--- src/rtl/voice_allocator.sv ---
// Polyphony voice allocator: maps serial note-on/note-off commands onto
// NUM_VOICES slots with LRU ranking, release-tail countdown and voice stealing.
module voice_allocator #(
  parameter int NUM_VOICES = 8,
  parameter int IDX_W      = $clog2(NUM_VOICES),
  parameter int REL_W      = 16
) (
  input  logic                    AUD_BCLK,
  input  logic                    AUD_DACLRCK,
  input  logic                    sample_tick,
  input  logic                    cmd_valid,
  output logic                    cmd_ready,
  input  logic                    cmd_play,
  input  logic [6:0]              cmd_pitch,
  input  logic [REL_W-1:0]        release_len,
  output logic [NUM_VOICES-1:0]   voice_gate,
  output logic [NUM_VOICES-1:0]   voice_busy,
  output logic [7*NUM_VOICES-1:0] voice_pitch,
  output logic [NUM_VOICES-1:0]   voice_trig,
  output logic                    steal_pulse
);

  typedef enum logic [1:0] {S_IDLE, S_SEARCH, S_COMMIT} ctrl_t;
  typedef enum logic [1:0] {V_FREE, V_ACTIVE, V_REL} vstate_t;

  ctrl_t r_state, w_stateNext;

  vstate_t          r_vState [NUM_VOICES];
  vstate_t          w_vStateNext [NUM_VOICES];
  logic [6:0]       r_vPitch [NUM_VOICES];
  logic [6:0]       w_vPitchNext [NUM_VOICES];
  logic [REL_W-1:0] r_vCnt [NUM_VOICES];
  logic [REL_W-1:0] w_vCntNext [NUM_VOICES];
  logic [IDX_W-1:0] r_vRank [NUM_VOICES];
  logic [IDX_W-1:0] w_vRankNext [NUM_VOICES];

  logic             r_play;
  logic [6:0]       r_pitch;
  logic [REL_W-1:0] r_relLen;

  logic [NUM_VOICES-1:0] w_matchMask, w_freeMask, w_relMask;
  logic [NUM_VOICES-1:0] r_matchMask, r_freeMask, r_relMask;
  logic [IDX_W-1:0]      w_matchIdx, w_freeIdx, w_relIdx, w_actIdx;
  logic [IDX_W-1:0]      r_matchIdx, r_freeIdx, r_relIdx, r_actIdx;
  logic [IDX_W-1:0]      w_relBest, w_actBest;
  logic                  w_relFound, w_actFound;

  logic [IDX_W-1:0]      w_target;
  logic                  w_stealCand;
  logic [NUM_VOICES-1:0] w_trigNext;
  logic                  w_stealNext;

  logic [NUM_VOICES-1:0] r_gate, r_busy, r_trig;
  logic                  r_steal;

  always_ff @(posedge AUD_BCLK or posedge AUD_DACLRCK) begin
    if (AUD_DACLRCK) r_state <= S_IDLE;
    else             r_state <= w_stateNext;
  end

  always_comb begin
    w_stateNext = r_state;
    case (r_state)
      S_IDLE:   if (cmd_valid) w_stateNext = S_SEARCH;
      S_SEARCH: w_stateNext = S_COMMIT;
      S_COMMIT: w_stateNext = S_IDLE;
      default:  w_stateNext = S_IDLE;
    endcase
  end

  always_comb begin
    cmd_ready = (r_state == S_IDLE);
  end

  always_ff @(posedge AUD_BCLK or posedge AUD_DACLRCK) begin
    if (AUD_DACLRCK) begin
      r_play   <= 1'b0;
      r_pitch  <= '0;
      r_relLen <= '0;
    end else if (cmd_ready && cmd_valid) begin
      r_play   <= cmd_play;
      r_pitch  <= cmd_pitch;
      r_relLen <= release_len;
    end
  end

  // Candidate search; ranks are unique so the oldest candidate is unambiguous.
  always_comb begin
    w_matchMask = '0;
    w_freeMask  = '0;
    w_relMask   = '0;
    w_matchIdx  = '0;
    w_freeIdx   = '0;
    w_relIdx    = '0;
    w_actIdx    = '0;
    w_relBest   = '0;
    w_actBest   = '0;
    w_relFound  = 1'b0;
    w_actFound  = 1'b0;
    for (int i = 0; i < NUM_VOICES; i++) begin
      w_matchMask[i] = (r_vState[i] == V_ACTIVE) && (r_vPitch[i] == r_pitch);
      w_freeMask[i]  = (r_vState[i] == V_FREE);
      w_relMask[i]   = (r_vState[i] == V_REL);
    end
    for (int i = NUM_VOICES - 1; i >= 0; i--) begin
      if (w_matchMask[i]) w_matchIdx = IDX_W'(i);
      if (w_freeMask[i])  w_freeIdx  = IDX_W'(i);
    end
    for (int i = 0; i < NUM_VOICES; i++) begin
      if (w_relMask[i] && (!w_relFound || r_vRank[i] > w_relBest)) begin
        w_relFound = 1'b1;
        w_relBest  = r_vRank[i];
        w_relIdx   = IDX_W'(i);
      end
      if ((r_vState[i] == V_ACTIVE) && (!w_actFound || r_vRank[i] > w_actBest)) begin
        w_actFound = 1'b1;
        w_actBest  = r_vRank[i];
        w_actIdx   = IDX_W'(i);
      end
    end
  end

  always_ff @(posedge AUD_BCLK or posedge AUD_DACLRCK) begin
    if (AUD_DACLRCK) begin
      r_matchMask <= '0;
      r_freeMask  <= '0;
      r_relMask   <= '0;
      r_matchIdx  <= '0;
      r_freeIdx   <= '0;
      r_relIdx    <= '0;
      r_actIdx    <= '0;
    end else if (r_state == S_SEARCH) begin
      r_matchMask <= w_matchMask;
      r_freeMask  <= w_freeMask;
      r_relMask   <= w_relMask;
      r_matchIdx  <= w_matchIdx;
      r_freeIdx   <= w_freeIdx;
      r_relIdx    <= w_relIdx;
      r_actIdx    <= w_actIdx;
    end
  end

  // Release countdown runs first so that a COMMIT write overrides it.
  always_comb begin
    w_vStateNext = r_vState;
    w_vPitchNext = r_vPitch;
    w_vCntNext   = r_vCnt;
    w_vRankNext  = r_vRank;
    w_trigNext   = '0;
    w_stealNext  = 1'b0;
    w_stealCand  = 1'b0;
    w_target     = r_actIdx;
    if (|r_matchMask)     w_target = r_matchIdx;
    else if (|r_freeMask) w_target = r_freeIdx;
    else if (|r_relMask)  w_target = r_relIdx;
    else                  w_stealCand = 1'b1;

    for (int i = 0; i < NUM_VOICES; i++) begin
      if (sample_tick && r_vState[i] == V_REL) begin
        w_vCntNext[i] = r_vCnt[i] - REL_W'(1);
        if (r_vCnt[i] == REL_W'(1)) w_vStateNext[i] = V_FREE;
      end
    end

    if (r_state == S_COMMIT) begin
      if (r_play) begin
        w_stealNext = w_stealCand;
        for (int i = 0; i < NUM_VOICES; i++) begin
          if (IDX_W'(i) == w_target) begin
            w_vStateNext[i] = V_ACTIVE;
            w_vPitchNext[i] = r_pitch;
            w_vCntNext[i]   = '0;
            w_vRankNext[i]  = '0;
            w_trigNext[i]   = 1'b1;
          end else if (r_vRank[i] < r_vRank[w_target]) begin
            w_vRankNext[i] = r_vRank[i] + IDX_W'(1);
          end
        end
      end else begin
        for (int i = 0; i < NUM_VOICES; i++) begin
          if (r_matchMask[i]) begin
            if (r_relLen != '0) begin
              w_vStateNext[i] = V_REL;
              w_vCntNext[i]   = r_relLen;
            end else begin
              w_vStateNext[i] = V_FREE;
              w_vCntNext[i]   = '0;
            end
          end
        end
      end
    end
  end

  always_ff @(posedge AUD_BCLK or posedge AUD_DACLRCK) begin
    if (AUD_DACLRCK) begin
      for (int i = 0; i < NUM_VOICES; i++) begin
        r_vState[i] <= V_FREE;
        r_vPitch[i] <= '0;
        r_vCnt[i]   <= '0;
        r_vRank[i]  <= IDX_W'(i);
      end
      r_gate  <= '0;
      r_busy  <= '0;
      r_trig  <= '0;
      r_steal <= 1'b0;
    end else begin
      for (int i = 0; i < NUM_VOICES; i++) begin
        r_vState[i] <= w_vStateNext[i];
        r_vPitch[i] <= w_vPitchNext[i];
        r_vCnt[i]   <= w_vCntNext[i];
        r_vRank[i]  <= w_vRankNext[i];
        r_gate[i]   <= (w_vStateNext[i] == V_ACTIVE);
        r_busy[i]   <= (w_vStateNext[i] != V_FREE);
      end
      r_trig  <= w_trigNext;
      r_steal <= w_stealNext;
    end
  end

  always_comb begin
    voice_pitch = '0;
    for (int i = 0; i < NUM_VOICES; i++) voice_pitch[7*i +: 7] = r_vPitch[i];
  end

  assign voice_gate  = r_gate;
  assign voice_busy  = r_busy;
  assign voice_trig  = r_trig;
  assign steal_pulse = r_steal;

endmodule

--- config.mk ---
export PLATFORM = sky130hd
export DESIGN_NAME = voice_allocator
export DESIGN_NICKNAME = d
export VERILOG_FILES = /design/src/rtl/voice_allocator.sv
export SDC_FILE = /design/constraint.sdc
export NUM_CORES = 1
export LEC_CHECK = 0
export CORE_MARGIN = 2
export CORE_UTILIZATION = 48
export DETAILED_ROUTE_END_ITERATION = 8
export GPL_ROUTABILITY_DRIVEN = 0
export PLACE_DENSITY = 0.67
export SYNTH_ARGS = -nofsm -noshare
export SYNTH_HDL_FRONTEND = slang
export SYNTH_SLANG_ARGS = --single-unit
--- constraint.sdc ---
create_clock -name AUD_BCLK -period 11.5 [get_ports AUD_BCLK]
set_input_delay 1.725 -clock AUD_BCLK [delete_from_list [all_inputs] [get_ports AUD_BCLK]]
set_output_delay 1.725 -clock AUD_BCLK [all_outputs]
set_load 0.05 [all_outputs]
## Yosys cells after proc, flatten, opt, wreduce, memory -nomap -nowiden

Index checks and enable logic that the tools add are counted.

| storage, ports and cells | value |
|---|---|
| flip-flop bits (word level) | 311 |
| input port bits | 28 |
| output and inout port bits | 82 |
| logic and storage cells | 401 |

| operators by class | value |
|---|---|
| $add $sub $neg | 16 |
| order comparisons | 23 |
| eq/ne operators | 50 |
| mux-type cells | 159 |
| bitwise gates (word level) | 1 |
| reductions and logical operators | 105 |

Operators with widths:

| kind | number |
|---|---|
| two-way mux 16 bit | 27 |
| two-way mux 128 bit | 2 |
| two-way mux 3 bit | 63 |
| equality test 16 x 1 -> 1 bit, second input constant | 8 |
| subtractor 16 x 1 -> 16 bit, second input constant | 8 |
| two-way mux 2 bit | 34 |
| equality test 7 bit | 8 |
| AND reduction 3 bit | 16 |
| greater-than comparator 3 bit | 14 |
| equality test 2 x 1 -> 1 bit, second input constant | 17 |
| nonzero test 2 bit | 16 |
| logical AND 1 bit | 31 |
| two-way mux 1 bit | 29 |
| adder 3 x 1 -> 3 bit, second input constant | 8 |
| < comparator 3 bit | 8 |
| OR reduction 8 bit | 3 |
| equality test 2 bit, second input constant | 9 |
| logical NOT 2 bit | 9 |
| two-way mux 8 bit | 2 |
| nonzero test 16 bit | 1 |
| logical NOT 1 bit | 14 |
| logical OR 1 bit | 14 |
| equality test 3 bit, first input constant | 4 |
| binary-select mux 3 bit (select 3 bit) | 1 |
| 7 further kinds | 8 |

## Depth between registers and ports, before layout

| depth | value |
|---|---|
| depth in word-level cells | 30 |
| gate-level depth with buffers | 55 |
| mapped depth without buffers | 53 |

## Worst setup path after synthesis

Ideal clock, no wire load.

| path | value |
|---|---|
| path kind | flip-flop to flip-flop |
| from | register r_vState[14] (netlist bit) |
| to | register r_relIdx[1] |
| library setup time | 0.121 ns |
| arrival time | 9.120 ns |
| required time | 11.379 ns |
| setup slack | 2.259 ns |
| stages on the path, launching flop included | 54 |
| buffers on the path | 2 |
| period minus slack after synthesis | 9.241 ns |
| cells stage by stage | dfrtp_1 > clkbuf_1 > nor2b_1 > clkbuf_1 > nand2_1 > ha_1 > nor2b_1 > o21ai_0 > a32o_1 > o211ai_1 > and2_1 > ha_1 > nor2b_1 > o21a_1 > o21ai_0 > a211oi_1 > a31oi_1 > inv_1 > (+18 left out) > a21oi_1 > nand2_1 > o21a_1 > ha_1 > a21o_1 > a21oi_1 > a31oi_1 > o21ai_1 > o311ai_0 > o21ai_0 > ha_1 > nor2b_1 > o21a_1 > o21ai_0 > o31ai_1 > a21oi_1 > nand2_1 > o22a_1 |

| between the ends | value |
|---|---|
| longest elaborated chain between the ends | 30 |
| elaborated cells between the ends (all ways) | 49 |
| classes of those cells | order compare: 7; eq/ne: 1; mux: 20; reduce/logical: 21 |

RTL lines:

| item | RTL line | source |
|---|---|---|
| from (decl) | 28 | `vstate_t r_vState [NUM_VOICES];` |
| from (signal, indexed assignment) | 209 | `r_vState[i] <= w_vStateNext[i];` |
| equality test 2 bit * | 103 | `w_relMask[i] = (r_vState[i] == V_REL);` |
| two-way mux 3 bit / two-way mux 1 bit (equally long branches) | 110 | `if (w_relMask[i] && (!w_relFound \|\| r_vRank[i] > w_relBest)) begin` |
| greater-than comparator 3 bit / logical NOT 1 bit (equally long branches) | 110 |  |
| logical OR 1 bit | 110 |  |
| logical AND 1 bit | 110 |  |
| two-way mux 3 bit / two-way mux 1 bit (equally long branches) | 110 |  |
| greater-than comparator 3 bit / logical NOT 1 bit (equally long branches) | 110 |  |
| logical OR 1 bit | 110 |  |
| (+14 left out) | n/a |  |
| greater-than comparator 3 bit / logical NOT 1 bit (equally long branches) | 110 |  |
| logical OR 1 bit | 110 |  |
| logical AND 1 bit | 110 |  |
| two-way mux 3 bit / two-way mux 1 bit (equally long branches) | 110 |  |
| greater-than comparator 3 bit / logical NOT 1 bit (equally long branches) | 110 |  |
| logical OR 1 bit | 110 |  |
| logical AND 1 bit | 110 |  |
| two-way mux 3 bit * | 110 |  |
| to (signal assigned) | 138 | `r_relIdx <= w_relIdx;` |
| to (decl) | 44 | `logic [IDX_W-1:0] r_matchIdx, r_freeIdx, r_relIdx, r_actIdx;` |

Mark *: on every way between the ends. The rest lies on a longest branch, timed or not.
A chain may end at the register's enable or synchronous reset.

## Worst setup path in the final report

| path | value |
|---|---|
| from | register r_vState[15] (netlist bit) |
| to | register r_relIdx[1] |

Same word-level chain as after synthesis.

==> impl_metrics.csv <==
group,metric,value,unit
placement,dpl.cell_count,2439,
critical_path,rr_worst_depth,51,
yosys,syn_area,18000,um^2
drt,drtIter0Drc,1099,
worst_hold_path,hold_path_depth,2,
drt,drt_wl_total,51500,um
final_layout,antenna_cells,0,
yosys,synth.avg_cell_area,9.20,um^2
floorplan,die_area,39100,um^2
yosys,synthSimpleGateAreaFrac,20.2,%
yosys,synth-main-ff-cell,"dfrtp_1",
clocking,htreeDepth,2,
global_routing,antenna_found_initial,0,
final_layout,area_growth_syn_to_layout,14.4,%
yosys,ys_ff_latch,311,
critical_path,cpMostUsedCell,"ha_1",
clocking,clockBufferDepth,3,
yosys,yosysSeqAreaShare,43.3,%
drt,drt_pre_antenna_iters,5,
final_layout,n_fill_cell,3237,
timing,relSlewSlack,31.0,%
critical_path,crit_path_max_fanout,10,
clocking,cts_sinks,311,
global_routing,grt_pass1_vias,14500,
critical_path,slowest_stage,"dfrtp_1",
timing,hold_viol_final,0,
final_layout,nNetsFinal,2119,
drt,ant_nets,0,
critical_path,crit_start,"r_vState[15]",
critical_path,regToRegEndpoint,"r_relIdx[1]",
critical_path,r2r_setup_slack,0.83,ns
final_layout,final_cells,2503,
floorplan,placementRows,70,
yosys,synth.mux.area_fraction,4.58,%
yosys,syn_inst,1959,
timing,rsz0062_at_grt,"false",
drt,wl_per_cell,20.6,um
clocking,cts_root_buffer,"clkbuf_16",
timing,post-route-period-util,92.8,%
placement,port_buffers,109,
critical_path,slowest_delay,0.45,ns
global_routing,grt_use_met1,37.4,%
yosys,syn_nets,2069,
yosys,synth_fa_ha_area_share,5.69,%
flow_run,drv_cap,0,
floorplan,core_area,36800,um^2
timing,clock.fmax,0.0937,GHz
clocking,post_cts_buffers,0,
critical_path,r2r-start,"r_vState[15]",
floorplan,die_height,198,um
final_layout,post-route-util,56.1,%
global_routing,grt-ovfl-total,0,
yosys,synth_top_cell_area_share,41.5,%
yosys,synthTopCellsByArea,"dfrtp_1 42%, ha_1 5.7%, nand2_1 5.5%",
critical_path,start_kind,"flip-flop",
placement,dp_hpwl,35700,um
global_routing,groute.layer.met3.usage,3.71,%
critical_path,critical_path_class,"flip-flop to flip-flop",
yosys,yosysUniqueCellTypes,67,
yosys,synth_xor_area_share,8.16,%
drt,drc,0,
timing,slew_violations,0,
floorplan,start_util,49.0,%
power,p_leak,8.59,nW
critical_path,endpoint,"r_relIdx[1]",
global_routing,grt_pass1_wl,81600,um
drt,vias_per_cell,5.91,
power,p_total,4.46,mW
drt,num_vias,14800,
critical_path,end_kind,"flip-flop",
critical_path,cp.required,11.91,ns
yosys,synth_area_leader_cell,"dfrtp_1",
floorplan,chipWidth,198,um
status,outcome,"finished, final reports clean",
yosys,synth-async-reset-ratio,100,%
yosys,synth_top_family_by_area,"simple AND/OR/NAND/NOR gates",
global_routing,grt_max_degree,118,
timing,setup_viol,0,
timing,post-route-min-period,10.67,ns
global_routing,grtUsageMet2,42.7,%
clocking,numCtsBuffers,36,
clocking,cts_tree,"done",
timing,tightestPinTransition,1.03,ns
timing,finClkSkew,0.0163,ns
power,p_per_area,216,nW/um^2
power,irDropWorstVdd,0.124,mV
yosys,yosysWarnings,0,
timing,setup_tns,0,ns
global_routing,grt_busiest_layer,"met2",
floorplan,ios,110,
final_layout,layout-drive-gt1-share,8.99,%
yosys,synth-edff-count,0,
clocking,clkTransAtPathRegs,0.06,ns
worst_hold_path,min_path_type,"flip-flop to flip-flop",
clocking,clock_latency,0.54,ns
yosys,synth_compound_area_share,14.4,%
critical_path,worstPathArrival,11.08,ns
global_routing,gr-usage-all-layers,26.7,%
[where the power goes]
| part | leakage, nW | internal (mW) | total [mW] | switching, mW |
|---|---|---|---|---|
| registers | 3.66 | 1.34 | 1.73 | 0.393 |
| logic | 4.34 | 0.666 | 1.56 | 0.892 |
| clock network | 0.590 | 0.699 | 1.17 | 0.470 |
| total | 8.59 | 2.70 | 4.46 | 1.76 |
[through the flow]
stage	cell area [um^2]	hold WS, ns	setup slack (ns)
2_1_floorplan	18000	0.430	1.19
3_3_place_gp	19400	0.452	1.60
3_5_place_dp	19400	0.462	0.875
4_1_cts	20600	0.475	0.843
5_1_grt	20600	0.493	0.0179
6_report	20600	0.468	0.831
[critical path, delay by kind of cell, from the launching register on]
| kind | cells | cell delay [ns] |
|---|---|---|
| AO/OA/AOI/OAI | 30 | 5.92 |
| adder cells (fa/ha/maj) | 7 | 2.03 |
| buffers and inverters | 3 | 0.16 |
| flip-flops | 1 | 0.45 |
| multiplexers | 1 | 0.30 |
| AND/OR/NAND/NOR | 10 | 1.69 |
[worst min-delay path by stage]
stage                       start             to  slack [ns]
floorplan           r_matchIdx[0]  r_matchIdx[0]        0.43
global placement    r_matchIdx[0]  r_matchIdx[0]        0.45
detailed placement  r_matchIdx[0]  r_matchIdx[0]        0.46
CTS                 r_matchIdx[0]  r_matchIdx[0]        0.47
global route        r_freeMask[4]  r_freeMask[4]        0.49
finish              r_matchIdx[0]  r_matchIdx[0]        0.47
[flip-flops by register name (all words and copies together) (netlist names)]
name	count
r_actIdx	3
r_freeIdx	3
r_freeMask	8
r_matchIdx	3
r_matchMask	8
r_pitch	7
r_play	1
r_relIdx	3
r_relLen	16
r_relMask	8
r_state	2
r_vCnt	128
r_vRank	24
r_vState	16
steal_pulse	1
voice_busy	8
voice_gate	8
voice_pitch	56
voice_trig	8
[kinds of logic (layout without fill, tap and decap cells)]
group | count (synthesis) | count (layout)
mux | 74 | 74
fa+ha+maj | 82 | 82
simple gates | 773 | 773
compound gates | 378 | 378
flops | 311 | 311
buf+inv | 173 | 249
xor+xnor | 168 | 168
[layer usage]
metal | part of all wire (%) | vias up
li1 | - | 7010
met1 | 46 | 7261
met2 | 46 | 422
met3 | 5.1 | 93
met4 | 3.1 | 0
met5 | 0 | -
[final cells by class]
cell class | instances | area [um^2] | share of cell area, %
timing repair buffer | 126 | 1220 | 5.91
tap | 468 | 586 | 2.84
sequential | 311 | 7800 | 37.8
inverter | 59 | 229 | 1.11
clock inverter | 9 | 136 | 0.661
multi-input combinational | 1475 | 9570 | 46.4
clock buffer | 55 | 1080 | 5.25
[cells in the mapped netlist (all sizes together), types with 37 or more instances]
master	instances
nand3	51
dfrtp	299
a21oi	44
ha	82
o21ai	74
nor2	213
nor4	46
mux2	65
nand2	264
xnor2	105
xor2	63
a211oi	110
nor2b	37
nor3	43
clkbuf	83
inv	59
[timing repair]
action,CTS,global route
hold buffers,0,0
resized for setup,0,4
setup endpoints to repair,0,5
endpoints found under the hold margin,0,0
[cell usage in the layout (no fill, tap or decap), types with 51 or more instances in the layout]
master,count
nand2_1,264
clkdlybuf4s50_1,109
xor2_1,63
nor2_1,207
xnor2_1,105
a211oi_1,110
nand3_1,51
dfrtp_1,299
o21ai_0,66
mux2_2,64
ha_1,82
inv_1,56
(Power assumes the default switching activity.)
